**config.mk**
```make
export PLATFORM = sky130hd
export DESIGN_NAME = ip_codma_sched
export DESIGN_NICKNAME = d
export VERILOG_FILES = /design/src/rtl/ip_codma_sched.sv
export SDC_FILE = /design/constraint.sdc
export NUM_CORES = 1
export LEC_CHECK = 0
export ABC_CLOCK_PERIOD_IN_PS = 5200
export CAP_MARGIN = 10
export CORE_MARGIN = 2
export CORE_UTILIZATION = 50
export DETAILED_ROUTE_END_ITERATION = 6
export PLACE_DENSITY = 0.76
export SLEW_MARGIN = 20
export SYNTH_ARGS = -nofsm -noshare
export SYNTH_HDL_FRONTEND = slang
export SYNTH_SLANG_ARGS = --single-unit
```
**constraint.sdc**
```tcl
create_clock -name clk_i -period 5.2 [get_ports clk_i]
set_input_delay 1.3 -clock clk_i [delete_from_list [all_inputs] [get_ports clk_i]]
set_output_delay 1.3 -clock clk_i [all_outputs]
set_load 0.05 [all_outputs]
```
**src/rtl/ip_codma_sched.sv**
```systemverilog
// Task scheduler in front of ip_codma_top: queues (task, status) pointer
// pairs and launches them one at a time on the CoDMA start/stop/busy pins.
//
// Ports:
//   clk_i, reset_i          clock, synchronous active-high reset
//   push_i, push_*_ptr_i    enqueue request and payload
//   push_ready_o            queue not full
//   abort_i                 stop current task and flush queue
//   codma_start_o/stop_o    control pulses/levels to CoDMA
//   codma_busy_i            CoDMA busy
//   codma_*_ptr_o           pointers of the task in flight
//   done_o, done_count_o    completion pulse and wrapping count
//   queue_level_o, idle_o   queue fill and idle indication
//   err_o                   sticky overflow / start-timeout flag
module ip_codma_sched #(
  parameter int QUEUE_DEPTH   = 4,
  parameter int START_TIMEOUT = 16,
  parameter int CNT_W         = 16
) (
  input  logic                         clk_i,
  input  logic                         reset_i,
  input  logic                         push_i,
  input  logic [31:0]                  push_task_ptr_i,
  input  logic [31:0]                  push_status_ptr_i,
  output logic                         push_ready_o,
  input  logic                         abort_i,
  output logic                         codma_start_o,
  output logic                         codma_stop_o,
  input  logic                         codma_busy_i,
  output logic [31:0]                  codma_task_ptr_o,
  output logic [31:0]                  codma_status_ptr_o,
  output logic                         done_o,
  output logic [CNT_W-1:0]             done_count_o,
  output logic [$clog2(QUEUE_DEPTH):0] queue_level_o,
  output logic                         idle_o,
  output logic                         err_o
);

  localparam int AW = $clog2(QUEUE_DEPTH);
  localparam int TW = $clog2(START_TIMEOUT + 1);
  localparam logic [AW:0] FULL_LVL = (AW + 1)'(QUEUE_DEPTH);
  localparam logic [TW-1:0] TMO_LAST = TW'(START_TIMEOUT - 1);

  typedef enum logic [2:0] {
    S_IDLE,
    S_LAUNCH,
    S_RUN,
    S_DONE,
    S_ABORT
  } state_t;

  state_t state;

  logic [31:0] task_q [QUEUE_DEPTH];
  logic [31:0] stat_q [QUEUE_DEPTH];
  logic [AW:0] wr_ptr;
  logic [AW:0] rd_ptr;
  logic [AW:0] level;
  logic        full;
  logic        empty;
  logic        push_ok;
  logic        pop;
  logic [TW-1:0] tmo;

  // Extra pointer bit distinguishes full from empty.
  assign level   = wr_ptr - rd_ptr;
  assign full    = (level == FULL_LVL);
  assign empty   = (level == '0);
  assign push_ok = push_i && !full && !abort_i;
  assign pop     = (state == S_IDLE) && !empty && !abort_i;

  assign push_ready_o  = !full;
  assign queue_level_o = level;
  assign idle_o        = (state == S_IDLE) && empty;

  always_ff @(posedge clk_i) begin
    if (push_ok) begin
      task_q[wr_ptr[AW-1:0]] <= push_task_ptr_i;
      stat_q[wr_ptr[AW-1:0]] <= push_status_ptr_i;
    end
  end

  always_ff @(posedge clk_i) begin
    if (reset_i) begin
      wr_ptr <= '0;
      rd_ptr <= '0;
    end else if (abort_i) begin
      rd_ptr <= wr_ptr;
    end else begin
      if (push_ok) wr_ptr <= wr_ptr + 1'b1;
      if (pop)     rd_ptr <= rd_ptr + 1'b1;
    end
  end

  // Outputs are registered alongside the state, so they follow it
  // exactly one edge after the decision.
  always_ff @(posedge clk_i) begin
    if (reset_i) begin
      state              <= S_IDLE;
      codma_start_o      <= 1'b0;
      codma_stop_o       <= 1'b0;
      done_o             <= 1'b0;
      done_count_o       <= '0;
      codma_task_ptr_o   <= '0;
      codma_status_ptr_o <= '0;
      err_o              <= 1'b0;
      tmo                <= '0;
    end else begin
      done_o <= 1'b0;
      if (push_i && full) err_o <= 1'b1;
      unique case (state)
        S_IDLE: begin
          if (pop) begin
            codma_task_ptr_o   <= task_q[rd_ptr[AW-1:0]];
            codma_status_ptr_o <= stat_q[rd_ptr[AW-1:0]];
            codma_start_o      <= 1'b1;
            tmo                <= '0;
            state              <= S_LAUNCH;
          end
        end
        S_LAUNCH: begin
          if (abort_i) begin
            codma_start_o <= 1'b0;
            codma_stop_o  <= 1'b1;
            state         <= S_ABORT;
          end else if (codma_busy_i) begin
            codma_start_o <= 1'b0;
            state         <= S_RUN;
          end else if (tmo == TMO_LAST) begin
            codma_start_o <= 1'b0;
            err_o         <= 1'b1;
            state         <= S_IDLE;
          end else begin
            tmo <= tmo + 1'b1;
          end
        end
        S_RUN: begin
          if (abort_i) begin
            codma_stop_o <= 1'b1;
            state        <= S_ABORT;
          end else if (!codma_busy_i) begin
            done_o       <= 1'b1;
            done_count_o <= done_count_o + 1'b1;
            state        <= S_DONE;
          end
        end
        S_DONE: begin
          state <= S_IDLE;
        end
        S_ABORT: begin
          if (!codma_busy_i) begin
            codma_stop_o <= 1'b0;
            state        <= S_IDLE;
          end
        end
        default: begin
          codma_start_o <= 1'b0;
          codma_stop_o  <= 1'b0;
          state         <= S_IDLE;
        end
      endcase
    end
  end

endmodule

```
-- Yosys cells after proc, flatten, opt, wreduce, memory -nomap -nowiden
Memories as Yosys holds them, arrays and structs flattened. A register that Yosys moved wholly into a read port is not among the register bits.
Cells that the tools add are included.
- muxes and demuxes: 31
- reductions and logical operators: 24
- eq/ne operators: 14
- bitwise logic cells: 5
- add/sub/neg operators: 5
- operator list (kind ; number):
    $mux 3 ; 9
    $mux 5 ; 4
    $add 16x1->16 const B ; 1
    $mux 1 ; 14
    $pmux 3 s4 ; 1
    $ne 2x2->1 const B ; 5
    $pmux 5 s2 ; 1
    $reduce_and 3->1 ; 3
    $add 3x1->3 const B ; 2
    $eq 3x2->1 const B ; 2
    $eq 3x3->1 const B ; 2
    $logic_and 1x1->1 ; 6
    $logic_not 3->1 ; 2
    $pmux 1 s3 ; 2
    $reduce_or 3->1 ; 2
    $add 5x1->5 const B ; 1
    $eq 5x4->1 const B ; 1
    $not 1->1 ; 5
    $reduce_and 5->1 ; 1
    $ne 4x4->1 const B ; 1
    $reduce_and 2->1 ; 2
    $reduce_and 4->1 ; 1
    $reduce_bool 2->1 ; 2
    $reduce_or 2->1 ; 2
    5 further kinds ; 7
- bits of input ports: 69
- output and inout bits: 89
- memories kept: 2
- logic and storage cells: 90
- register bits: 34
- bits in writable memories: 256
- memories (name ; depth ; bits a word ; rd ports ; clocked after memory_dff ; wr ports ; line ; text):
    stat_q ; 4 ; 32 ; 1 ; 1 ; 1 ; 55 ; logic [31:0] stat_q [QUEUE_DEPTH];
    task_q ; 4 ; 32 ; 1 ; 1 ; 1 ; 54 ; logic [31:0] task_q [QUEUE_DEPTH];

-- Logic depth before layout (Yosys ltp)
Gate-level depths: netlist of run 1.
- depth after elaboration: 8
- mapped depth: 10
- depth with buffers taken out: 8

-- Least setup slack after synthesis of run 1
No wires, ideal clock.
- kind: register to register
- start: register wr_ptr[0]
- end: memory stat_q[3][0], enable pin
- period minus slack after synthesis: 5284 ps
- arrival: 4773 ps
- stages on the path, launching flop included: 7
- data required time: 4689 ps
- path slack: -84 ps
- path through: dfxtp_1 > inv_1 > ha_1 > fa_1 > xnor3_1 > inv_1 > a21oi_1
- longest elaborated chain between the ends: 7
- RTL lines (element ; line ; text):
    from (decl) ; 56 ; logic [AW:0] wr_ptr;
    from (signal assigned) ; 90 ; if (push_ok) wr_ptr <= wr_ptr + 1'b1;
    $sub 3x3->3 ; 66 ; assign level = wr_ptr - rd_ptr;
    named net queue_level_o[2] ; 34 ; output logic [$clog2(QUEUE_DEPTH):0] queue_level_o,
    $eq 3x3->1 ; 67 ; assign full = (level == FULL_LVL);
    $logic_not 1->1 ; 69 ; assign push_ok = push_i && !full && !abort_i;
    $logic_and 1x1->1 (2 in series) ; 69 ;
    $mux 1 ; 77 ; if (push_ok) begin
    $mux 1 (implied by the code) ; 79 ; stat_q[wr_ptr[AW-1:0]] <= push_status_ptr_i;
    to (decl) ; 55 ;
The timed path passes the listed nets, and every way through them passes these cells.

-- Worst setup path after layout of run 1
- start: register rd_ptr[0]
- end: output port idle_o
- longest elaborated chain between the ends: 3
- RTL lines (element ; line ; text):
    from (decl) ; 57 ; logic [AW:0] rd_ptr;
    from (signal assigned) ; 88 ; rd_ptr <= wr_ptr;
    from (signal assigned) ; 91 ; if (pop) rd_ptr <= rd_ptr + 1'b1;
    $sub 3x3->3 ; 66 ;
    $logic_not 3->1 ; 68 ; assign empty = (level == '0);
    $logic_and 1x1->1 ; 74 ; assign idle_o = (state == S_IDLE) && empty;
    to (decl) ; 35 ; output logic idle_o,
Every way passes these cells.

==> results of run 1 <==
-- worst reg2reg max path, cell delays in order (launching register included) --
cell	delay [ns]
dfxtp_4	0.76
ha_1	0.28
fa_1	0.45
nand2_1	0.13
nor2_1	0.08
nor3_1	0.35
and2_4	0.83
-- power breakdown --
part           switching [W]  internal [W]  total (W)
Combinational       0.000808      0.000466    0.00127
Clock                0.00102       0.00156    0.00258
Sequential         0.0000996       0.00320    0.00330
-- final cells by class --
type	instances	area, um^2
fillers	1822	9673
flip-flops and latches	354	9657
multi-input cells	407	3288
repair buffers	164	1634
clock buffers	47	1003
well taps	335	419.2
clock inverters	17	188.9
inverters	12	45.04
diodes	1	2.502
-- cell usage in the layout, fill, tap and decap left out, drive strengths merged, types with 3 or more instances in the layout --
| master | count |
|---|---|
| edfxtp | 256 |
| clkdlybuf4s50 | 156 |
| nand2 | 139 |
| dfxtp | 98 |
| a21oi | 84 |
| mux4 | 64 |
| clkbuf | 47 |
| nor2 | 19 |
| inv | 13 |
| clkinv | 10 |
| xnor2 | 9 |
| ha | 9 |
| buf | 8 |
| nand3 | 7 |
| nor3 | 7 |
| or3 | 6 |
| xor2 | 6 |
| o21ai | 4 |
| nand4 | 4 |
| nor4 | 4 |
| bufinv | 4 |
| and2 | 4 |
| nand3b | 3 |
| o21a | 3 |
| nor2b | 3 |
| o41ai | 3 |
| o31ai | 3 |
| or4 | 3 |
-- layer usage --
layer	vias to the layer above	global-route usage (%)	wire, um
met1	3652	24.28	10710
met5	-	0	0
met4	0	6.957	772
met3	52	3.360	1298
met2	221	32.26	13130
li1	3418	-	-
-- state kept, by name, indices dropped and copies added (netlist names), 3 cells and up --
name / flops
codma_status_ptr_o: 32
codma_task_ptr_o: 32
done_count_o: 16
rd_ptr: 3
stat_q: 128
state: 3
task_q: 128
tmo: 5
wr_ptr: 3
-- synthesized netlist by cell type (6+ instances only) --
| cell | instances |
|---|---|
| inv_1 | 12 |
| edfxtp_1 | 256 |
| nand2_1 | 139 |
| xnor2_1 | 9 |
| buf_1 | 7 |
| mux4_2 | 64 |
| nor3_1 | 6 |
| clkbuf_1 | 37 |
| nand3_1 | 7 |
| a21oi_1 | 84 |
| dfxtp_1 | 98 |
| xor2_1 | 6 |
| ha_1 | 9 |
| or3_1 | 6 |
| nor2_1 | 19 |
-- per-stage QoR --
stage	hold WS, ns	util, %	power, W
final	0.4529	62.67	0.007153
after global routing	0.4690	62.67	0.007407
after CTS	0.4564	62.66	0.007217
after detailed placement	0.4492	58.06	0.004646
after global placement	0.4424	58.06	0.004623
after floorplan	0.4619	-	0.004195
-- logic make-up after synthesis --
| kind of cell | count (synthesis) | share of synthesized area, % |
|---|---|---|
| compound gates | 107 | 4.504 |
| xor+xnor | 16 | 1.171 |
| buf+inv | 60 | 1.799 |
| fa+ha+maj | 10 | 1.009 |
| mux | 65 | 11.04 |
| simple gates | 209 | 7.046 |
| flops | 354 | 73.43 |
-- worst max path at each step --
stage / startpoint / endpoint / slack (ns)
3_5_place_dp: rd_ptr[0] / idle_o / 1.19
5_1_grt: rd_ptr[0] / idle_o / 0.50
4_1_cts: rd_ptr[0] / idle_o / 0.65
6_report: rd_ptr[0] / idle_o / 0.71
3_3_place_gp: rd_ptr[0] / idle_o / 1.20
2_1_floorplan: wr_ptr[0] / stat_q[3][0] / 1.19
==> flow_metrics.env, run 1 <==
export IMPL_worstPathMaxFanout=32
export IMPL_postLayoutCellArea_um2=16240
export IMPL_fp_coreArea_um2=25910
export IMPL_setup_viol=0
export IMPL_critPathBufInv=1
export IMPL_clkTransAtPathRegs_ns=0.06
export IMPL_die_width_um=166.1
export IMPL_track_usage_pct=18.83
export IMPL_cts_hold_buf=0
export IMPL_status="finished, final reports clean"
export IMPL_post_cts_resized=0
export IMPL_syn2layout_area_growth_pct=23.56
export IMPL_yosysTopAreaCell="edfxtp_1"
export IMPL_worst_slack_ns=0.7056
export IMPL_synth_edf_count=256
export IMPL_rows=59
export IMPL_crit_family="buffers and inverters"
export IMPL_hold_depth=2
export IMPL_synthFlopType="edfxtp_1"
export IMPL_num_io_pins=158
export IMPL_slew_headroom_pct=30.94
export IMPL_drive_gt1_share_pct=13.69
export IMPL_fin_crit_sh_pct=86.43
export IMPL_cts_buffer_depth=3
export IMPL_syn_nets=900
export IMPL_min_delay_start="codma_status_ptr_o[27]"
export IMPL_wire_per_inst_um=19.38
export IMPL_syn_inst=821
export IMPL_slowest_delay_ns=0.82
export IMPL_initial_core_util_pct=50.72
export IMPL_hold_class="flop to flop"
export IMPL_dp_cells=1272
export IMPL_layout_nets=1054
export IMPL_first_global_vias=7618
export IMPL_postCtsSetupBuffers=0
export IMPL_ys_seq_elements=354
export IMPL_cp_depth=6
export IMPL_tns_ns=0
export IMPL_ys_types=44
export IMPL_dr_pass1_iters=5
export IMPL_grt_antenna_before_repair=1
export IMPL_hold_path_endpoint="codma_status_ptr_o[27]"
export IMPL_cts_root_buffer="clkbuf_16"
export IMPL_tightest_slew_ns=1.036
export IMPL_vias=7343
export IMPL_rr_worst_depth=6
export IMPL_viasPerCell=5.492
export IMPL_die_area_um2=27600
export IMPL_cts_htree_levels=2
export IMPL_drv_slew=0
export IMPL_drc_errors=0
export IMPL_vdd_drop_max_v=0.0002905
export IMPL_synth_avg_cell_area_um2=16.01
export IMPL_leakage_nw=5.259
export IMPL_skew_ns=0.01536
export IMPL_finalHoldViolCount=0
export IMPL_synthArstFlopShare_pct=0
export IMPL_cts_tree="yes"
export IMPL_grt_pass1_wl_um=40770
export IMPL_criticalPathCategory="flop to output port"
export IMPL_start_kind="flop"
export IMPL_grt_overflow=0
export IMPL_place_ws_ns=1.190
export IMPL_worstReg2RegStart="rd_ptr[0]"
export IMPL_instances_no_fill=1337
export IMPL_synth_top_area_share_pct=58.50
export IMPL_gp_congestion=0.8501
export IMPL_synth_warnings=0
export IMPL_critical_path_slowest_cell="clkdlybuf4s50_1"
export IMPL_critical_path_required_ns=3.90
export IMPL_seq_area_frac_synth_pct=73.43
export IMPL_max_freq_mhz=222.5
export IMPL_drt_iter0_drc=566
export IMPL_rsz0062_at_grt="no"
export IMPL_r2r_end="stat_q[2][12]"
export IMPL_final_antenna_net_count=0
export IMPL_critPathArrivalTime_ns=3.19
export IMPL_port_buffers=157
export IMPL_regToRegSetupSlack_ns=1.80
export IMPL_ys_top_cells_by_area="edfxtp_1 (58%), dfxtp_1 (15%), mux4_2 (11%), nand2_1 (4.0%), a21oi_1 (3.2%)"
export IMPL_cts_buffers=36
export IMPL_dieHeight_um=166.1
export IMPL_worst_setup_path_end_kind="output port"
export IMPL_clk_insertion_delay_late_ns=0.51
export IMPL_clock_sinks=354
export IMPL_period_needed_ns=4.494
export IMPL_hpwl_um=15080
export IMPL_placed_area_um2=15040
export IMPL_wl_um=25910
export IMPL_grt_max_degree=73
export IMPL_max_cap_violations=0
export IMPL_p_per_area_nw_per_um2=440.5
export IMPL_path_cells="ha_1, fa_1, and2_1, nand2_1, nor2_1, clkdlybuf4s50_1"
export IMPL_netlist_area_um2=13140
(Power assumes the default switching activity.)
==> run 2, diff against run 1 <==
--- a/config.mk
+++ b/config.mk
@@ -8,9 +8,10 @@
 export ABC_CLOCK_PERIOD_IN_PS = 5200
 export CAP_MARGIN = 10
 export CORE_MARGIN = 2
-export CORE_UTILIZATION = 50
+export CORE_UTILIZATION = 52
+export CTS_BUF_LIST = sky130_fd_sc_hd__clkbuf_2
 export DETAILED_ROUTE_END_ITERATION = 6
-export PLACE_DENSITY = 0.76
+export PLACE_DENSITY = 0.78
 export SLEW_MARGIN = 20
 export SYNTH_ARGS = -nofsm -noshare
 export SYNTH_HDL_FRONTEND = slang
==> flow_metrics.env, run 2 (synthesis results as in run 1) <==
export IMPL_status="finished, final reports clean"
export IMPL_die_area_um2=26560
export IMPL_wl_um=25990
export IMPL_drt_iter0_drc=630
export IMPL_cts_buffer_depth=3
export IMPL_drv_slew=0
export IMPL_clock_sinks=354
export IMPL_fp_coreArea_um2=24960
export IMPL_cts_tree="yes"
export IMPL_r2r_end="task_q[0][22]"
export IMPL_fillCellCount=1851
export IMPL_vdd_drop_max_v=0.0002453
export IMPL_grt_pass1_wl_um=40280
export IMPL_register_area_um2=9657
export IMPL_rows=58
export IMPL_leakage_nw=5.298
export IMPL_postLayoutCellArea_um2=15840
export IMPL_rsz0062_at_grt="no"
export IMPL_regToRegSetupSlack_ns=1.93
export IMPL_clkTransAtPathRegs_ns=0.11
export IMPL_gp_congestion=0.7832
export IMPL_dr_pass1_iters=4
export IMPL_cp_endpoint="idle_o"
export IMPL_most_common_layout_cells="edfxtp_1 (256), clkdlybuf4s50_1 (156), nand2_1 (139)"
export IMPL_post_cts_resized=0
export IMPL_postCtsSetupBuffers=0
export IMPL_start_kind="flop"
export IMPL_final_antenna_net_count=0
export IMPL_final_common_cell="edfxtp_1"
export IMPL_worstReg2RegStart="rd_ptr[0]"
export IMPL_dieHeight_um=163.0
export IMPL_syn2layout_area_growth_pct=20.57
export IMPL_layout_nets=1104
export IMPL_hpwl_um=14960
export IMPL_slew_headroom_pct=32.28
export IMPL_max_freq_mhz=209.6
export IMPL_grt_max_degree=78
export IMPL_tightest_slew_ns=1.016
export IMPL_grt_antenna_before_repair=2
export IMPL_criticalPathCategory="flop to output port"
export IMPL_num_io_pins=158
export IMPL_worstPathMaxFanout=21
export IMPL_drive_gt1_share_pct=20.35
export IMPL_die_width_um=163.0
export IMPL_max_cap_violations=0
export IMPL_fin_crit_sh_pct=91.76
export IMPL_setup_viol=0
export IMPL_cp_startpoint="rd_ptr[0]"
export IMPL_wire_per_inst_um=18.15
export IMPL_first_global_vias=7798
export IMPL_cts_buffers=86
export IMPL_cts_htree_levels=3
export IMPL_cts_root_buffer="clkbuf_2"
export IMPL_vias=7681
export IMPL_skew_ns=0.04466
export IMPL_grt_overflow=0
export IMPL_hold_class="flop to flop"
export IMPL_drc_errors=0
export IMPL_placed_area_um2=15040
export IMPL_initial_core_util_pct=52.64
export IMPL_rr_worst_depth=6
export IMPL_finalHoldViolCount=0
export IMPL_tns_ns=0
export IMPL_port_buffers=157
export IMPL_clk_insertion_delay_late_ns=0.83
export IMPL_period_needed_ns=4.771
export IMPL_track_usage_pct=19.96
export IMPL_p_per_area_nw_per_um2=400.0
export IMPL_critical_path_required_ns=3.90
export IMPL_critPathArrivalTime_ns=3.47
export IMPL_viasPerCell=5.364
export IMPL_cts_hold_buf=0
export IMPL_worst_setup_path_end_kind="output port"
export IMPL_multi_input_area_um2=3288
run 2: final cells by class:
type | instances | area share (%)
multi-input combinational | 407 | 20.75
clock buffer | 133 | 4.201
timing repair buffer | 164 | 10.31
inverter | 12 | 0.2843
clock inverter | 26 | 0.7976
sequential | 354 | 60.95
antenna | 6 | 0.09476
tap | 330 | 2.606
run 2: where the power goes:
| part | leakage (nW) | internal (W) | switching [W] | total (W) |
|---|---|---|---|---|
| sequential | 3.12 | 0.00320 | 0.0000902 | 0.00329 |
| combinational | 1.56 | 0.000466 | 0.000812 | 0.00128 |
| clock | 0.621 | 0.000728 | 0.00105 | 0.00177 |
run 2: through the flow:
stage	hold slack [ns]	instances	setup slack, ns	power [W]	utilization [%]
2_1_floorplan	0.4619	821	1.192	0.004195	-
3_3_place_gp	0.4424	1267	1.318	0.004619	60.23
3_5_place_dp	0.4477	1267	1.273	0.004643	60.23
4_1_cts	0.4609	1426	0.3064	0.006427	63.41
5_1_grt	0.4753	1430	0.1878	0.006652	63.45
6_report	0.4564	1432	0.4285	0.006337	63.47
run 2: worst max-delay path: stages, from the launching register on:
cell	delay, ns
dfxtp_4	0.49
ha_1	0.24
fa_1	0.52
and2_1	0.31
nand2_1	0.13
nor2_1	0.13
clkdlybuf4s50_1	0.82
run 2: worst min-delay path by stage:
stage                     startpoint               endpoint  slack [ns]  cells past startpoint
2_1_floorplan                 tmo[1]                 tmo[1]        0.46                      2
4_1_cts        codma_status_ptr_o[6]  codma_status_ptr_o[6]        0.46                      2
3_3_place_gp   codma_status_ptr_o[2]  codma_status_ptr_o[2]        0.44                      2
5_1_grt         codma_task_ptr_o[23]   codma_task_ptr_o[23]        0.48                      2
6_report       codma_status_ptr_o[6]  codma_status_ptr_o[6]        0.46                      2
3_5_place_dp   codma_status_ptr_o[6]  codma_status_ptr_o[6]        0.45                      2
run 2: metal layers:
layer | up-vias | wire [um] | GRT usage (%)
met2 | 235 | 13520 | 34.48
met1 | 3825 | 10380 | 23.98
met4 | 0 | 518 | 8.166
met3 | 42 | 1571 | 5.169
met5 | - | 0 | 0
li1 | 3579 | - | -
==> run 3, diff against run 2 <==
--- a/config.mk
+++ b/config.mk
@@ -8,9 +8,10 @@
 export ABC_CLOCK_PERIOD_IN_PS = 5200
 export CAP_MARGIN = 10
 export CORE_MARGIN = 2
-export CORE_UTILIZATION = 52
+export CORE_UTILIZATION = 59
 export CTS_BUF_LIST = sky130_fd_sc_hd__clkbuf_2
 export DETAILED_ROUTE_END_ITERATION = 6
+export DONT_BUFFER_PORTS = 1
 export PLACE_DENSITY = 0.78
 export SLEW_MARGIN = 20
 export SYNTH_ARGS = -nofsm -noshare
==> flow_metrics.env, run 3 (synthesis results as in run 1) <==
export IMPL_tightest_slew_ns=1.051
export IMPL_fp_coreArea_um2=21820
export IMPL_cts_htree_levels=3
export IMPL_clkTransAtPathRegs_ns=0.10
export IMPL_cts_hold_buf=0
export IMPL_vias=7160
export IMPL_final_antenna_net_count=0
export IMPL_dieHeight_um=153.2
export IMPL_clock_power_share_pct=28.9
export IMPL_die_area_um2=23480
export IMPL_grt_pass1_wl_um=40600
export IMPL_cts_tree="yes"
export IMPL_cp_endpoint="idle_o"
export IMPL_gp_congestion=0.7712
export IMPL_worstReg2RegStart="rd_ptr[0]"
export IMPL_cts_root_buffer="clkbuf_2"
export IMPL_setup_viol=0
export IMPL_grt_antenna_before_repair=1
export IMPL_regToRegSetupSlack_ns=1.74
export IMPL_wire_per_inst_um=21.11
export IMPL_worst_setup_path_end_kind="output port"
export IMPL_skew_ns=0.06516
export IMPL_track_usage_pct=22.33
export IMPL_cts_buffer_depth=3
export IMPL_drc_errors=0
export IMPL_die_width_um=153.2
export IMPL_clk_insertion_delay_late_ns=0.82
export IMPL_tns_ns=0
export IMPL_post_cts_resized=0
export IMPL_most_common_layout_cells="edfxtp_1 (256), nand2_1 (139), clkbuf_2 (134)"
export IMPL_grt_max_degree=99
export IMPL_hpwl_um=14080
export IMPL_fillCellCount=1576
export IMPL_p_int_w=0.004186
export IMPL_p_seq_share_pct=59.8
export IMPL_fin_crit_sh_pct=89.09
export IMPL_viasPerCell=5.898
export IMPL_slew_headroom_pct=29.95
export IMPL_critical_path_slowest_cell="nor2_1"
export IMPL_status="finished, final reports clean"
export IMPL_max_cap_violations=0
export IMPL_slowest_delay_ns=0.74
export IMPL_num_io_pins=158
export IMPL_drv_slew=0
export IMPL_cts_buffers=84
export IMPL_drt_iter0_drc=503
export IMPL_syn2layout_area_growth_pct=7.769
export IMPL_postCtsSetupBuffers=0
export IMPL_port_buffers=0
export IMPL_switching_power_w=0.001868
export IMPL_hold_class="flop to flop"
export IMPL_critical_path_required_ns=3.90
export IMPL_rsz0062_at_grt="no"
export IMPL_initial_core_util_pct=60.22
export IMPL_critPathBufInv=0
export IMPL_cp_depth=5
export IMPL_criticalPathCategory="flop to output port"
export IMPL_leakage_nw=4.697
export IMPL_wl_um=25620
export IMPL_dr_pass1_iters=5
export IMPL_crit_family="simple AND/OR/NAND/NOR gates"
export IMPL_first_global_vias=7753
export IMPL_worstPathMaxFanout=29
export IMPL_start_kind="flop"
export IMPL_p_sw_share_pct=30.86
export IMPL_period_needed_ns=4.633
export IMPL_vdd_drop_max_v=0.0002188
export IMPL_critPathArrivalTime_ns=3.33
export IMPL_clock_sinks=354
export IMPL_path_cells="ha_1, fa_1, and2_1, nand2_1, nor2_1"
export IMPL_r2r_end="task_q[3][25]"
export IMPL_drive_gt1_share_pct=23.58
export IMPL_rows=54
export IMPL_power_frac_comb_pct=11.3
export IMPL_layout_nets=943
export IMPL_grt_overflow=0
export IMPL_p_per_area_nw_per_um2=427.5
export IMPL_rr_worst_depth=6
export IMPL_finalCoreUtilization_pct=64.90
export IMPL_cp_startpoint="rd_ptr[0]"
export IMPL_final_common_cell="edfxtp_1"
export IMPL_max_freq_mhz=215.9
export IMPL_finalHoldViolCount=0
[run 3: cell types whose count changed in the layout (fill, tap and decap cells not counted)]
| cell | before | now |
|---|---|---|
| diode_2 | 6 | 1 |
| clkdlybuf4s50_1 | 156 | 0 |
| buf_12 | 1 | 0 |
| inv_2 | 4 | 2 |
| buf_4 | 7 | 5 |
| clkbuf_2 | 133 | 134 |
| clkinvlp_4 | 0 | 1 |
| clkinv_1 | 19 | 15 |
[run 3: routing by layer]
layer	GRT usage [%]	up-vias	wire, um
li1	-	3250	-
met2	38.20	277	13500
met4	9.436	0	495
met1	26.04	3593	9617
met3	7.315	40	2012
met5	0	-	0
[run 3: power by group through the flow]
stage	clock (W)	combinational, W	sequential, W
2_1_floorplan	0	0.000570	0.00363
3_3_place_gp	0	0.000665	0.00368
3_5_place_dp	0	0.000687	0.00369
4_1_cts	0.00181	0.000691	0.00362
5_1_grt	0.00195	0.000753	0.00364
6_report	0.00175	0.000683	0.00362
[run 3: metrics by stage]
step,power [W],instances,hold slack (ns),setup WS [ns],area [um^2]
CTS,0.006125,1213,0.4402,0.4305,14160
global route,0.006341,1214,0.4355,0.3171,14160
detailed placement,0.004378,1058,0.4972,1.363,13380
global placement,0.004343,1058,0.4682,1.454,13380
finish,0.006054,1214,0.5170,0.5674,14160
floorplan,0.004195,821,0.4619,1.192,13150
[run 3: worst register-to-register path, delay by kind of cell (launching register included)]
family,cells,cell delay [ns]
buffers and inverters,2,1.10
adder cells (fa/ha/maj),2,0.69
flip-flops,1,0.53
XOR/XNOR,1,0.38
AO/OA/AOI/OAI,1,0.22
[run 3: worst min-delay path by stage]
| stage | startpoint | end | slack (ns) | cells after the start |
|---|---|---|---|---|
| 3_5_place_dp | tmo[4] | tmo[4] | 0.50 | 2 |
| 3_3_place_gp | tmo[1] | tmo[1] | 0.47 | 2 |
| 2_1_floorplan | tmo[1] | tmo[1] | 0.46 | 2 |
| 6_report | tmo[4] | tmo[4] | 0.52 | 2 |
| 5_1_grt | reset_i | codma_status_ptr_o[14] | 0.44 | 1 |
| 4_1_cts | reset_i | codma_status_ptr_o[30] | 0.44 | 1 |
[run 3: layout make-up]
| type | instances | area, um^2 | share of cell area, % |
|---|---|---|---|
| repair buffers | 5 | 37.54 | 0.2650 |
| multi-input cells | 407 | 3288 | 23.22 |
| diodes | 1 | 2.502 | 0.01767 |
| clock inverters | 21 | 111.4 | 0.7863 |
| flip-flops and latches | 354 | 9657 | 68.19 |
| well taps | 280 | 350.3 | 2.474 |
| inverters | 12 | 45.04 | 0.3181 |
| clock buffers | 134 | 670.6 | 4.735 |
